$ cat src/rtl/online_mul_pkg.sv
// Shared types and constants for the online multiplier arbiter.
// A digit is a 2-bit signed digit carried through without re-encoding.
package online_mul_pkg;

    localparam int DIGIT_W = 2;

    typedef enum logic [1:0] {
        IDLE = 2'b00,
        RUN  = 2'b01,
        REL  = 2'b10
    } state_e;

    localparam logic [DIGIT_W-1:0] SD_ZERO = 2'b00;
    localparam logic [DIGIT_W-1:0] SD_POS  = 2'b10;
    localparam logic [DIGIT_W-1:0] SD_NEG  = 2'b01;

endpackage

$ cat src/rtl/online_mul_arbiter_rr_pick.sv
// Combinational round-robin search: first set request at or after the
// pointer, wrapping past the top index back to zero.
module rr_pick #(
    parameter int NREQ  = 4,
    parameter int PTR_W = $clog2(NREQ)
) (
    input  logic [NREQ-1:0]  i_req,
    input  logic [PTR_W-1:0] i_ptr,
    output logic             o_found,
    output logic [PTR_W-1:0] o_idx
);

    logic [PTR_W:0]   w_sum;
    logic [PTR_W-1:0] w_cand;

    // Walk offsets from the farthest down to zero so the nearest hit wins.
    always_comb begin
        o_found = 1'b0;
        o_idx   = '0;
        w_sum   = '0;
        w_cand  = '0;
        for (int k = NREQ - 1; k >= 0; k--) begin
            w_sum = {1'b0, i_ptr} + (PTR_W+1)'(k);
            if (w_sum >= (PTR_W+1)'(NREQ)) begin
                w_sum = w_sum - (PTR_W+1)'(NREQ);
            end else begin
                w_sum = w_sum;
            end
            w_cand = w_sum[PTR_W-1:0];
            if (i_req[w_cand]) begin
                o_found = 1'b1;
                o_idx   = w_cand;
            end else begin
                o_found = o_found;
            end
        end
    end

endmodule

$ cat src/rtl/online_mul_arbiter.sv
// Round-robin owner of one digit-serial online multiplier: a grant lasts
// one full operation and handshakes are routed with no added latency.
module online_mul_arbiter
    import online_mul_pkg::*;
#(
    parameter int NREQ    = 4,
    parameter int NDIGITS = 8,
    parameter int CNT_W   = $clog2(NDIGITS + 1)
) (
    input  logic                      clk,
    input  logic                      rst,
    input  logic [NREQ-1:0]           req_vd,
    input  logic [DIGIT_W*NREQ-1:0]   req_x,
    input  logic [DIGIT_W*NREQ-1:0]   req_y,
    output logic [NREQ-1:0]           req_rd,
    output logic [NREQ-1:0]           res_vd,
    output logic [DIGIT_W-1:0]        res_p,
    input  logic [NREQ-1:0]           res_rd,
    output logic [DIGIT_W-1:0]        mul_x,
    output logic [DIGIT_W-1:0]        mul_y,
    output logic                      mul_in_vd,
    input  logic                      mul_in_rd,
    input  logic [DIGIT_W-1:0]        mul_p,
    input  logic                      mul_out_vd,
    output logic                      mul_out_rd,
    output logic [NREQ-1:0]           grant,
    output logic                      busy,
    output logic                      err
);

    localparam int               PTR_W     = $clog2(NREQ);
    localparam logic [CNT_W-1:0] CNT_FULL  = CNT_W'(NDIGITS);
    localparam logic [CNT_W-1:0] CNT_LAST  = CNT_W'(NDIGITS - 1);
    localparam logic [PTR_W-1:0] IDX_TOP   = PTR_W'(NREQ - 1);

    state_e             r_state;
    state_e             w_next_state;
    logic [PTR_W-1:0]   r_ptr;
    logic [PTR_W-1:0]   r_gnt_idx;
    logic [CNT_W-1:0]   r_in_cnt;
    logic [CNT_W-1:0]   r_out_cnt;
    logic               r_err;

    logic               w_found;
    logic [PTR_W-1:0]   w_pick;
    logic               w_run;
    logic               w_in_open;
    logic [NREQ-1:0]    w_onehot;
    logic [DIGIT_W-1:0] w_sel_x;
    logic [DIGIT_W-1:0] w_sel_y;
    logic               w_sel_vd;
    logic               w_sel_res_rd;
    logic               w_in_xfer;
    logic               w_out_xfer;
    logic               w_last_out;
    logic               w_err_evt;
    logic [PTR_W-1:0]   w_ptr_next;

    rr_pick #(
        .NREQ  (NREQ),
        .PTR_W (PTR_W)
    ) u_pick (
        .i_req   (req_vd),
        .i_ptr   (r_ptr),
        .o_found (w_found),
        .o_idx   (w_pick)
    );

    assign w_run      = (r_state == RUN);
    assign w_in_open  = (r_in_cnt < CNT_FULL);
    assign w_in_xfer  = mul_in_vd & mul_in_rd;
    assign w_out_xfer = mul_out_vd & mul_out_rd;
    assign w_last_out = w_out_xfer & (r_out_cnt == CNT_LAST);
    assign w_ptr_next = (r_gnt_idx == IDX_TOP) ? '0 : (r_gnt_idx + 1'b1);
    assign err        = r_err;

    // A stray output outside RUN, or a product digit before any input digit, is a protocol error.
    assign w_err_evt = (mul_out_vd & ~w_run) | (w_out_xfer & (r_in_cnt == '0));

    // Select the current owner's lanes.
    always_comb begin
        w_onehot     = '0;
        w_sel_x      = SD_ZERO;
        w_sel_y      = SD_ZERO;
        w_sel_vd     = 1'b0;
        w_sel_res_rd = 1'b0;
        for (int i = 0; i < NREQ; i++) begin
            if (PTR_W'(i) == r_gnt_idx) begin
                w_onehot[i]  = 1'b1;
                w_sel_x      = req_x[DIGIT_W*i +: DIGIT_W];
                w_sel_y      = req_y[DIGIT_W*i +: DIGIT_W];
                w_sel_vd     = req_vd[i];
                w_sel_res_rd = res_rd[i];
            end else begin
                w_onehot[i]  = 1'b0;
            end
        end
    end

    // Handshake routing; everything is quiet unless an operation is running.
    always_comb begin
        grant      = '0;
        busy       = 1'b0;
        req_rd     = '0;
        res_vd     = '0;
        res_p      = SD_ZERO;
        mul_x      = SD_ZERO;
        mul_y      = SD_ZERO;
        mul_in_vd  = 1'b0;
        mul_out_rd = 1'b0;
        if (w_run) begin
            grant      = w_onehot;
            busy       = 1'b1;
            mul_x      = w_sel_x;
            mul_y      = w_sel_y;
            mul_in_vd  = w_sel_vd & w_in_open;
            req_rd     = (mul_in_rd & w_in_open) ? w_onehot : '0;
            res_vd     = mul_out_vd ? w_onehot : '0;
            res_p      = mul_p;
            mul_out_rd = w_sel_res_rd;
        end else begin
            grant      = '0;
        end
    end

    // State register.
    always_ff @(posedge clk or posedge rst) begin
        if (rst) begin
            r_state <= IDLE;
        end else begin
            r_state <= w_next_state;
        end
    end

    // Next-state logic.
    always_comb begin
        w_next_state = r_state;
        case (r_state)
            IDLE: begin
                if (w_found) begin
                    w_next_state = RUN;
                end else begin
                    w_next_state = IDLE;
                end
            end
            RUN: begin
                if (w_last_out) begin
                    w_next_state = REL;
                end else begin
                    w_next_state = RUN;
                end
            end
            REL:     w_next_state = IDLE;
            default: w_next_state = IDLE;
        endcase
    end

    // Owner, pointer, digit counters and the sticky error flag.
    always_ff @(posedge clk or posedge rst) begin
        if (rst) begin
            r_ptr     <= '0;
            r_gnt_idx <= '0;
            r_in_cnt  <= '0;
            r_out_cnt <= '0;
            r_err     <= 1'b0;
        end else begin
            case (r_state)
                IDLE: begin
                    if (w_found) begin
                        r_gnt_idx <= w_pick;
                        r_in_cnt  <= '0;
                        r_out_cnt <= '0;
                    end
                end
                RUN: begin
                    if (w_in_xfer) begin
                        r_in_cnt <= r_in_cnt + 1'b1;
                    end
                    if (w_out_xfer) begin
                        r_out_cnt <= r_out_cnt + 1'b1;
                    end
                end
                REL: begin
                    r_ptr <= w_ptr_next;
                end
                default: begin
                    r_ptr <= r_ptr;
                end
            endcase
            if (w_err_evt) begin
                r_err <= 1'b1;
            end
        end
    end

endmodule

$ cat config.mk
export PLATFORM = sky130hd
export DESIGN_NAME = online_mul_arbiter
export DESIGN_NICKNAME = d
export VERILOG_FILES = /design/src/rtl/online_mul_pkg.sv /design/src/rtl/online_mul_arbiter_rr_pick.sv /design/src/rtl/online_mul_arbiter.sv
export SDC_FILE = /design/constraint.sdc
export NUM_CORES = 1
export LEC_CHECK = 0
export ABC_AREA = 1
export ABC_CLOCK_PERIOD_IN_PS = 2400
export BUFFER_PORTS_ARGS = -buffer_cell sky130_fd_sc_hd__buf_2
export CORE_MARGIN = 4
export CORE_UTILIZATION = 39
export DETAILED_ROUTE_END_ITERATION = 16
export GPL_TIMING_DRIVEN = 1
export HOLD_SLACK_MARGIN = 0.1
export PLACE_DENSITY = 0.67
export SYNTH_ARGS = -nofsm -noshare
export SYNTH_HDL_FRONTEND = slang
export SYNTH_SLANG_ARGS = --single-unit
$ cat constraint.sdc
create_clock -name clk -period 2.4 [get_ports clk]
set_input_delay 0.24 -clock clk [delete_from_list [all_inputs] [get_ports clk]]
set_output_delay 0.24 -clock clk [all_outputs]
set_load 0.005 [all_outputs]
==> summary.md, run 1 <==
| Metric | Value |
|---|---|
| Startpoint of the worst setup timing path | `r_gnt_idx[1]` |
| Number of max-slew violations in the final report | `0` |
| Worst max-slew margin expressed relative to the limit | `between 60% and 70%` |
| Die ar. | `roughly 4600 sq um` |
| Number of nets in the synthesized netlist | `between 200 and 300` |
| Category of the worst setup path launch point | `flip-flop` |
| Crit path arrival time | `between 1.5 and 2 ns` |
| Post-route fraction of the period consumed by the critical path | `85.36%` |
| Clk_lat worst skew | `0.27 ns` |
| Wire length of the first global-routing pass | `5630 um` |
| Final-stage net count | `305` |
| Core area | `3416 sq um` |
| IO Port Bufs | `51` |
| Cell type with the largest total area after synthesis | `dfrtp_1` |
| TritonCTS Sinks | `15` |
| Post-Synthesis Cells | `approximately 220` |
| Via total after detailed routing | `about 1500` |
| Post-route DRC | `0` |
| Proportion of layout cells with a drive suffix above 1 | `29.96%` |
| Most frequent cells after synthesis | `nand2_1, inv_1, nor2_1` |
| Type of the most critical hold path | `in2reg` |
| Worst setup path category | `reg2out` |
| Number of placement rows | `21` |
| Total wire length | `3491 um` |
| Chip height | `roughly 70 um` |
| Via count of the first global-routing pass | `1354` |
| Result of the run | `finished clean` |
| Worst hold slack | `between 0.2 and 0.25 ns` |
| Flip-flop and latch count after synthesis | `15` |
| Clock tree from TritonCTS | `yes` |
| Ys flop type | `dfrtp_1` |
| Setup slack of the worst register-to-register path | `0.59 ns` |
| Sequential element share of the synthesized area | `26.71%` |
| Worst-margin pin slew | `0.5883 ns` |
| Nature of the critical path endpoint | `primary output` |
| Max Clock Skew | `0.002706 ns` |
| Final setup vio count | `0` |
| Antenna violation net count after detailed routing | `0` |
| Max Clk Rate | `488.1 MHz` |
| Detailed placement HPWL | `2859 um` |
| Detail-routed net length per standard cell | `11.15 um` |
| Power density relative to cell area | `about 960 nW/um^2` |
| Layout overhead on the synthesized area | `22.71%` |
| Beginning of the worst hold path | `mul_out_vd` |
| Min Clock Period, post-route | `2.049 ns` |
| Netlist Area Pre-Place | `1405 sq um` |
| Master cell of the clock root buffer | `clkbuf_4` |
| Overall overflow remaining after global route | `0` |
| Biggest fanout along the worst timing path | `8` |
| Num CTS Buffers | `3` |
| Largest buffer count on any clock path | `2` |
| Maximum vdd ir drop | `0.0003107 V` |
| Area share of the leading cell type in the synthesized netlist | `26.71%` |
| Static leakage | `0.001006 uW` |
| All-layer global routing usage | `15.84%` |
| Worst path required time | `2.16 ns` |
| Die Wd | `68.03 um` |
| Max Cap Violations | `0` |
| Setup repair after global routing missed its margin | `false` |
| Antenna diode instance count | `0` |
| Pin count of the biggest net entering global routing | `18` |
| Number of vias per cell | `4.681` |
| Buffers inserted during post-CTS setup optimization | `0` |
| Most area-consuming cells after synthesis | `dfrtp_1, nand2_1, inv_1, ha_1, nor2_1` |
| Final TNS setup | `0 ns` |
| TritonRoute pass-1 iters | `4` |
| Detailed Route Iter0 Violations | `57` |
| Final count of hold timing violations | `0` |
| Gates resized, CTS repair | `0` |
| Proportion of synthesized flip-flops having asynchronous set or reset | `100.0%` |
| Crit Reg-Reg Startpoint | `r_gnt_idx[1]` |
| Cell variety after synth | `29` |
| I/O Pins | `52` |
| Number of enable flip-flop cells after synthesis | `0` |
| CTS H-tree depth | `1` |
| Count of warnings emitted by yosys | `0` |
| Initial antenna violation count | `0` |
| Post-Syn Area per Cell | `6.505 sq um` |
| Placer's final routability congestion estimate | `0.7523` |
| Effective utilization at floorplan | `41.14%` |
| Worst-path clk slew | `roughly 0.090 ns` |
| Most numerous cell in the Yosys netlist | `nand2_1` |
state kept, by name, summed over array words and instances, names as in the netlist:
register	cells
r_in_cnt	4
r_out_cnt	4
r_ptr	2
err	1
r_state	2
r_gnt_idx	2
worst paths after layout:
kind                                end  cells after the start
max                           mul_in_vd                      9
min                                 err                      3
max reg2reg                 r_in_cnt[1]                     11
min reg2reg                         err                      2
max in group asynchronous      r_ptr[1]                      3
min in group asynchronous  r_out_cnt[2]                      3
critical path, stage by stage (launching register included):
cell and delay [ns]:
dfrtp_1 0.42, inv_1 0.08, ha_1 0.35, inv_1 0.15, o21ai_0 0.10, nand3_1 0.09, nand2_1 0.10, nand2_1 0.08
inv_1 0.07, buf_2 0.10
metrics by stage:
| stage | cell area, sq um | utilization [%] | instances | power, uW | setup slack [ns] |
|---|---|---|---|---|---|
| 2_1_floorplan | 1405 | - | 216 | 1205 | 0.8152 |
| 3_3_place_gp | 1688 | 49.41 | 308 | 1513 | 0.6126 |
| 3_5_place_dp | 1688 | 49.41 | 308 | 1523 | 0.5770 |
| 4_1_cts | 1724 | 50.48 | 313 | 1673 | 0.3275 |
| 5_1_grt | 1724 | 50.48 | 313 | 1874 | 0.09656 |
| 6_report | 1724 | 50.48 | 313 | 1650 | 0.3513 |
placed cells by master (no fill, tap or decap):
master and count:
o21ai_0 12, a22oi_1 3, buf_2 51, o21bai_1 1
nor3b_1 1, dfrtp_1 15, nor2_2 3, nand2_2 10
a21oi_1 8, nand3_2 1, nor2_4 2, inv_1 31
clkbuf_1 1, and2_1 2, a211oi_1 1, nand2_1 62
clkbuf_4 3, nor3_1 9, dlygate4sd3_1 1, o21ai_2 1
o31ai_1 1, inv_2 1, nand4_1 2, a21oi_2 1
inv_6 1, o21ai_1 1, ha_1 7, nand2_4 5
buf_4 1, xor2_1 1, nand3_1 11, nor2_1 17
cell families (layout without fill, tap and decap cells):
kind of cell | after synthesis | count (layout) | share of synthesized area, %
flops | 15 | 15 | 26.71
xor+xnor | 1 | 1 | 0.6234
fa+ha+maj | 7 | 7 | 6.233
buf+inv | 39 | 90 | 11.84
compound gates | 29 | 29 | 11.93
simple gates | 125 | 125 | 42.65
final cells by class:
class / instances / area, sq um
Clock buffer: 4 / 26.28
Fill cell: 363 / 1692
Inverter: 33 / 128.9
Multi-Input combinational cell: 162 / 863.3
Sequential cell: 15 / 375.4
Tap cell: 46 / 57.56
Timing Repair Buffer: 53 / 272.8
power breakdown:
group          leakage (uW)  internal, uW  total (uW)  switching, uW
Sequential         0.000188           336         402           65.8
Combinational      0.000803           441        1110            666
Clock             0.0000150          64.4         142           77.5
Total               0.00101           841        1650            809
layer usage:
metal / vias to the layer above / share of wire [%] / global-route usage (%)
met3: 2 / 7.7 / 2.956
met2: 41 / 43 / 27.08
met1: 645 / 48 / 20.55
met4: 0 / 0.52 / 3.722
li1: 777 / - / -
met5: - / 0 / 0
timing repair:
action                                 CTS  global route
setup endpoints to repair                0             0
hold buffers                             1             0
endpoints found under the hold margin   15             0
Note: power is estimated with default switching activity, not from simulation.
==> inputs of run 2 (changes only) <==
- PLACE_DENSITY: 0.67 -> 0.66
==> run 2 against run 1 <==
Compared with the run above:
- combinational power hardly changed
- clock-buffer cell count is 1 lower
- clock skew is 0.0061 ns higher
- routed wire length is 2.4% higher
- cell count stayed put
- die area stayed put
- global-route usage is 0.28 points higher
- largest cell class unchanged
- critical path type unchanged
- critical endpoint unchanged
- fmax is 3.4% lower
- sequential share of layout area hardly changed
==> summary.md, run 2 (synthesis results as in run 1) <==
| Metric | Value |
|---|---|
| Master cell of the clock root buffer | `clkbuf_4` |
| Nature of the critical path endpoint | `primary output` |
| Crit-path slowest cell | `dfrtp_1` |
| I/O Pins | `52` |
| Post-route fraction of the period consumed by the critical path | `88.39%` |
| Post-layout instance area | `1725 sq um` |
| Worst-margin pin slew | `0.5736 ns` |
| Seq pwr share | `around a quarter` |
| Detailed Route Iter0 Violations | `about 110` |
| Result of the run | `finished clean` |
| Int Pwr | `837.7 uW` |
| Part of the total power dissipated in combinational logic | `66.8%` |
| Multi-input logic area | `863.3 sq um` |
| Number of fillers in the final layout | `351` |
| TritonCTS Sinks | `15` |
| Detail-routed net length per standard cell | `11.42 um` |
| Category of the worst setup path launch point | `flip-flop` |
| Clk_lat worst skew | `approximately 0.29 ns` |
| Initial antenna violation count | `0` |
| Final TNS setup | `0 ns` |
| Maximum vdd ir drop | `0.0004398 V` |
| Final setup vio count | `0` |
| Final count of hold timing violations | `0` |
| CP cell instances | `inv_1, ha_1, inv_1, o21ai_0, nand3_1, nand2_1, nand2_1, inv_1, buf_2` |
| End-of-flow core utilization | `50.51%` |
| Worst max-slew margin expressed relative to the limit | `61.72%` |
| IO Port Bufs | `51` |
| Clock tree from TritonCTS | `yes` |
| Final-stage net count | `305` |
| Setup repair after global routing missed its margin | `false` |
| Crit path arrival time | `1.88 ns` |
| Max Cap Violations | `0` |
| Number of max-slew violations in the final report | `0` |
| Chip height | `68.03 um` |
| Largest buffer count on any clock path | `2` |
| Effective utilization at floorplan | `41.14%` |
| Core area | `roughly 3400 sq um` |
| All-layer global routing usage | `16.11%` |
| Worst path required time | `2.16 ns` |
| Overall overflow remaining after global route | `0` |
| Die Wd | `68.03 um` |
| Clk network pwr share | `9.0%` |
| Min Clock Period, post-route | `2.121 ns` |
| Biggest fanout along the worst timing path | `8` |
| Met3 global-route usage | `around 3.3%` |
| Pin count of the biggest net entering global routing | `16` |
| Most prevalent standard cell on the critical path | `inv_1` |
| Wire length of the first global-routing pass | `5816 um` |
| Biggest registers after layout | `r_in_cnt (4), r_out_cnt (4)` |
| Die ar. | `4627 sq um` |
| Antenna diode instance count | `0` |
| Net Sw Frac | `49.63%` |
| GRT Max-Usage Layer | `met2` |
| Num CTS Buffers | `3` |
| Most common cell after layout, fill and taps aside | `nand2_1` |
| Placer's final routability congestion estimate | `0.7608` |
| Via total after detailed routing | `around 1500` |
| CP Buf/Inv Count | `4` |
| Static leakage | `0.001009 uW` |
| Total Power Consumption | `between 1500 and 2000 uW` |
| Max Clock Skew | `between 0.008 and 0.009 ns` |
| Post-route DRC | `0` |
| Buffers inserted during post-CTS setup optimization | `0` |
| Count of hold-fix buffers inserted at cts | `1` |
| TritonRoute pass-1 iters | `4` |
| Total wire length | `about 3600 um` |
| Register area | `approximately 380 sq um` |
| Max Clk Rate | `471.4 MHz` |
| Antenna violation net count after detailed routing | `0` |
| Leading cell types in the layout, fill and taps excluded | `nand2_1, buf_2, inv_1` |
| Global-route track usage on met2 | `27.44%` |
| Power density relative to cell area | `just under 1000 nW/um^2` |
| Detailed placement HPWL | `2928 um` |
| Category of cells accounting for the largest share of critical-path delay | `buffers and inverters` |
| Layout overhead on the synthesized area | `22.80%` |
| Critical Path Max Stage Delay | `~0.42 ns` |
| Worst setup path category | `reg2out` |
| Gates resized, CTS repair | `0` |
| Placement-stage cell area | `between 1500 and 2000 sq um` |
| CTS H-tree depth | `1` |
| Worst hold slack | `roughly 0.23 ns` |
| Type of the most critical hold path | `in2reg` |
| P_sw | `825.3 uW` |
| Number of vias per cell | `4.728` |
| Met1 track utilization from global routing | `between 20% and 30%` |
| Worst-path clk slew | `0.10 ns` |
| Number of placement rows | `21` |
| Via count of the first global-routing pass | `1345` |
| Proportion of layout cells with a drive suffix above 1 | `30.34%` |
## run 2: changes by cell type in the layout (fill, tap and decap cells not counted)
cell	delta
clkinv_2	+1
clkbuf_1	-1
## run 2: worst paths after layout
| kind | endpoint | cells past startpoint | startpoint | slack [ns] |
|---|---|---|---|---|
| max | mul_in_vd | 9 | r_gnt_idx[1] | 0.28 |
| min | err | 3 | mul_out_vd | 0.23 |
| max reg2reg | r_in_cnt[0] | 11 | r_gnt_idx[1] | 0.55 |
| min reg2reg | err | 2 | err | 0.49 |
| max in group asynchronous | r_ptr[1] | 3 | rst | 1.48 |
| min in group asynchronous | r_out_cnt[1] | 3 | rst | 0.54 |
## run 2: power groups by stage
stage,logic [uW],registers [uW],clock network [uW]
after global routing,1290,418,163
after detailed placement,1120,408,0
after floorplan,814,391,0
after global placement,1120,406,0
final,1110,403,149
after CTS,1120,402,153
## run 2: tightest hold or removal path, stage by stage
cell     delay, ns
buf_2         0.12
nand2_1       0.06
nand3_1       0.07
## run 2: through the flow
step           cells  setup slack (ns)
3_3_place_gp     308            0.5568
2_1_floorplan    216            0.8152
6_report         313            0.2785
4_1_cts          313            0.2674
5_1_grt          313           0.09496
3_5_place_dp     308            0.5517
## run 2: cell type report
| type | count | area share, % |
|---|---|---|
| multi-input cells | 162 | 50.04 |
| flip-flops and latches | 15 | 21.75 |
| repair buffers | 53 | 15.81 |
| inverters | 33 | 7.469 |
| well taps | 46 | 3.336 |
| clock buffers | 3 | 1.305 |
| clock inverters | 1 | 0.2901 |
## run 2: layer usage
metal  up-vias  wire, um  part of all wire [%]
li1        781         -                     -
met1       653      1680                    47
met2        44      1562                    44
met3         2       323                   9.0
met4         0        10                  0.28
met5         -         0                     0
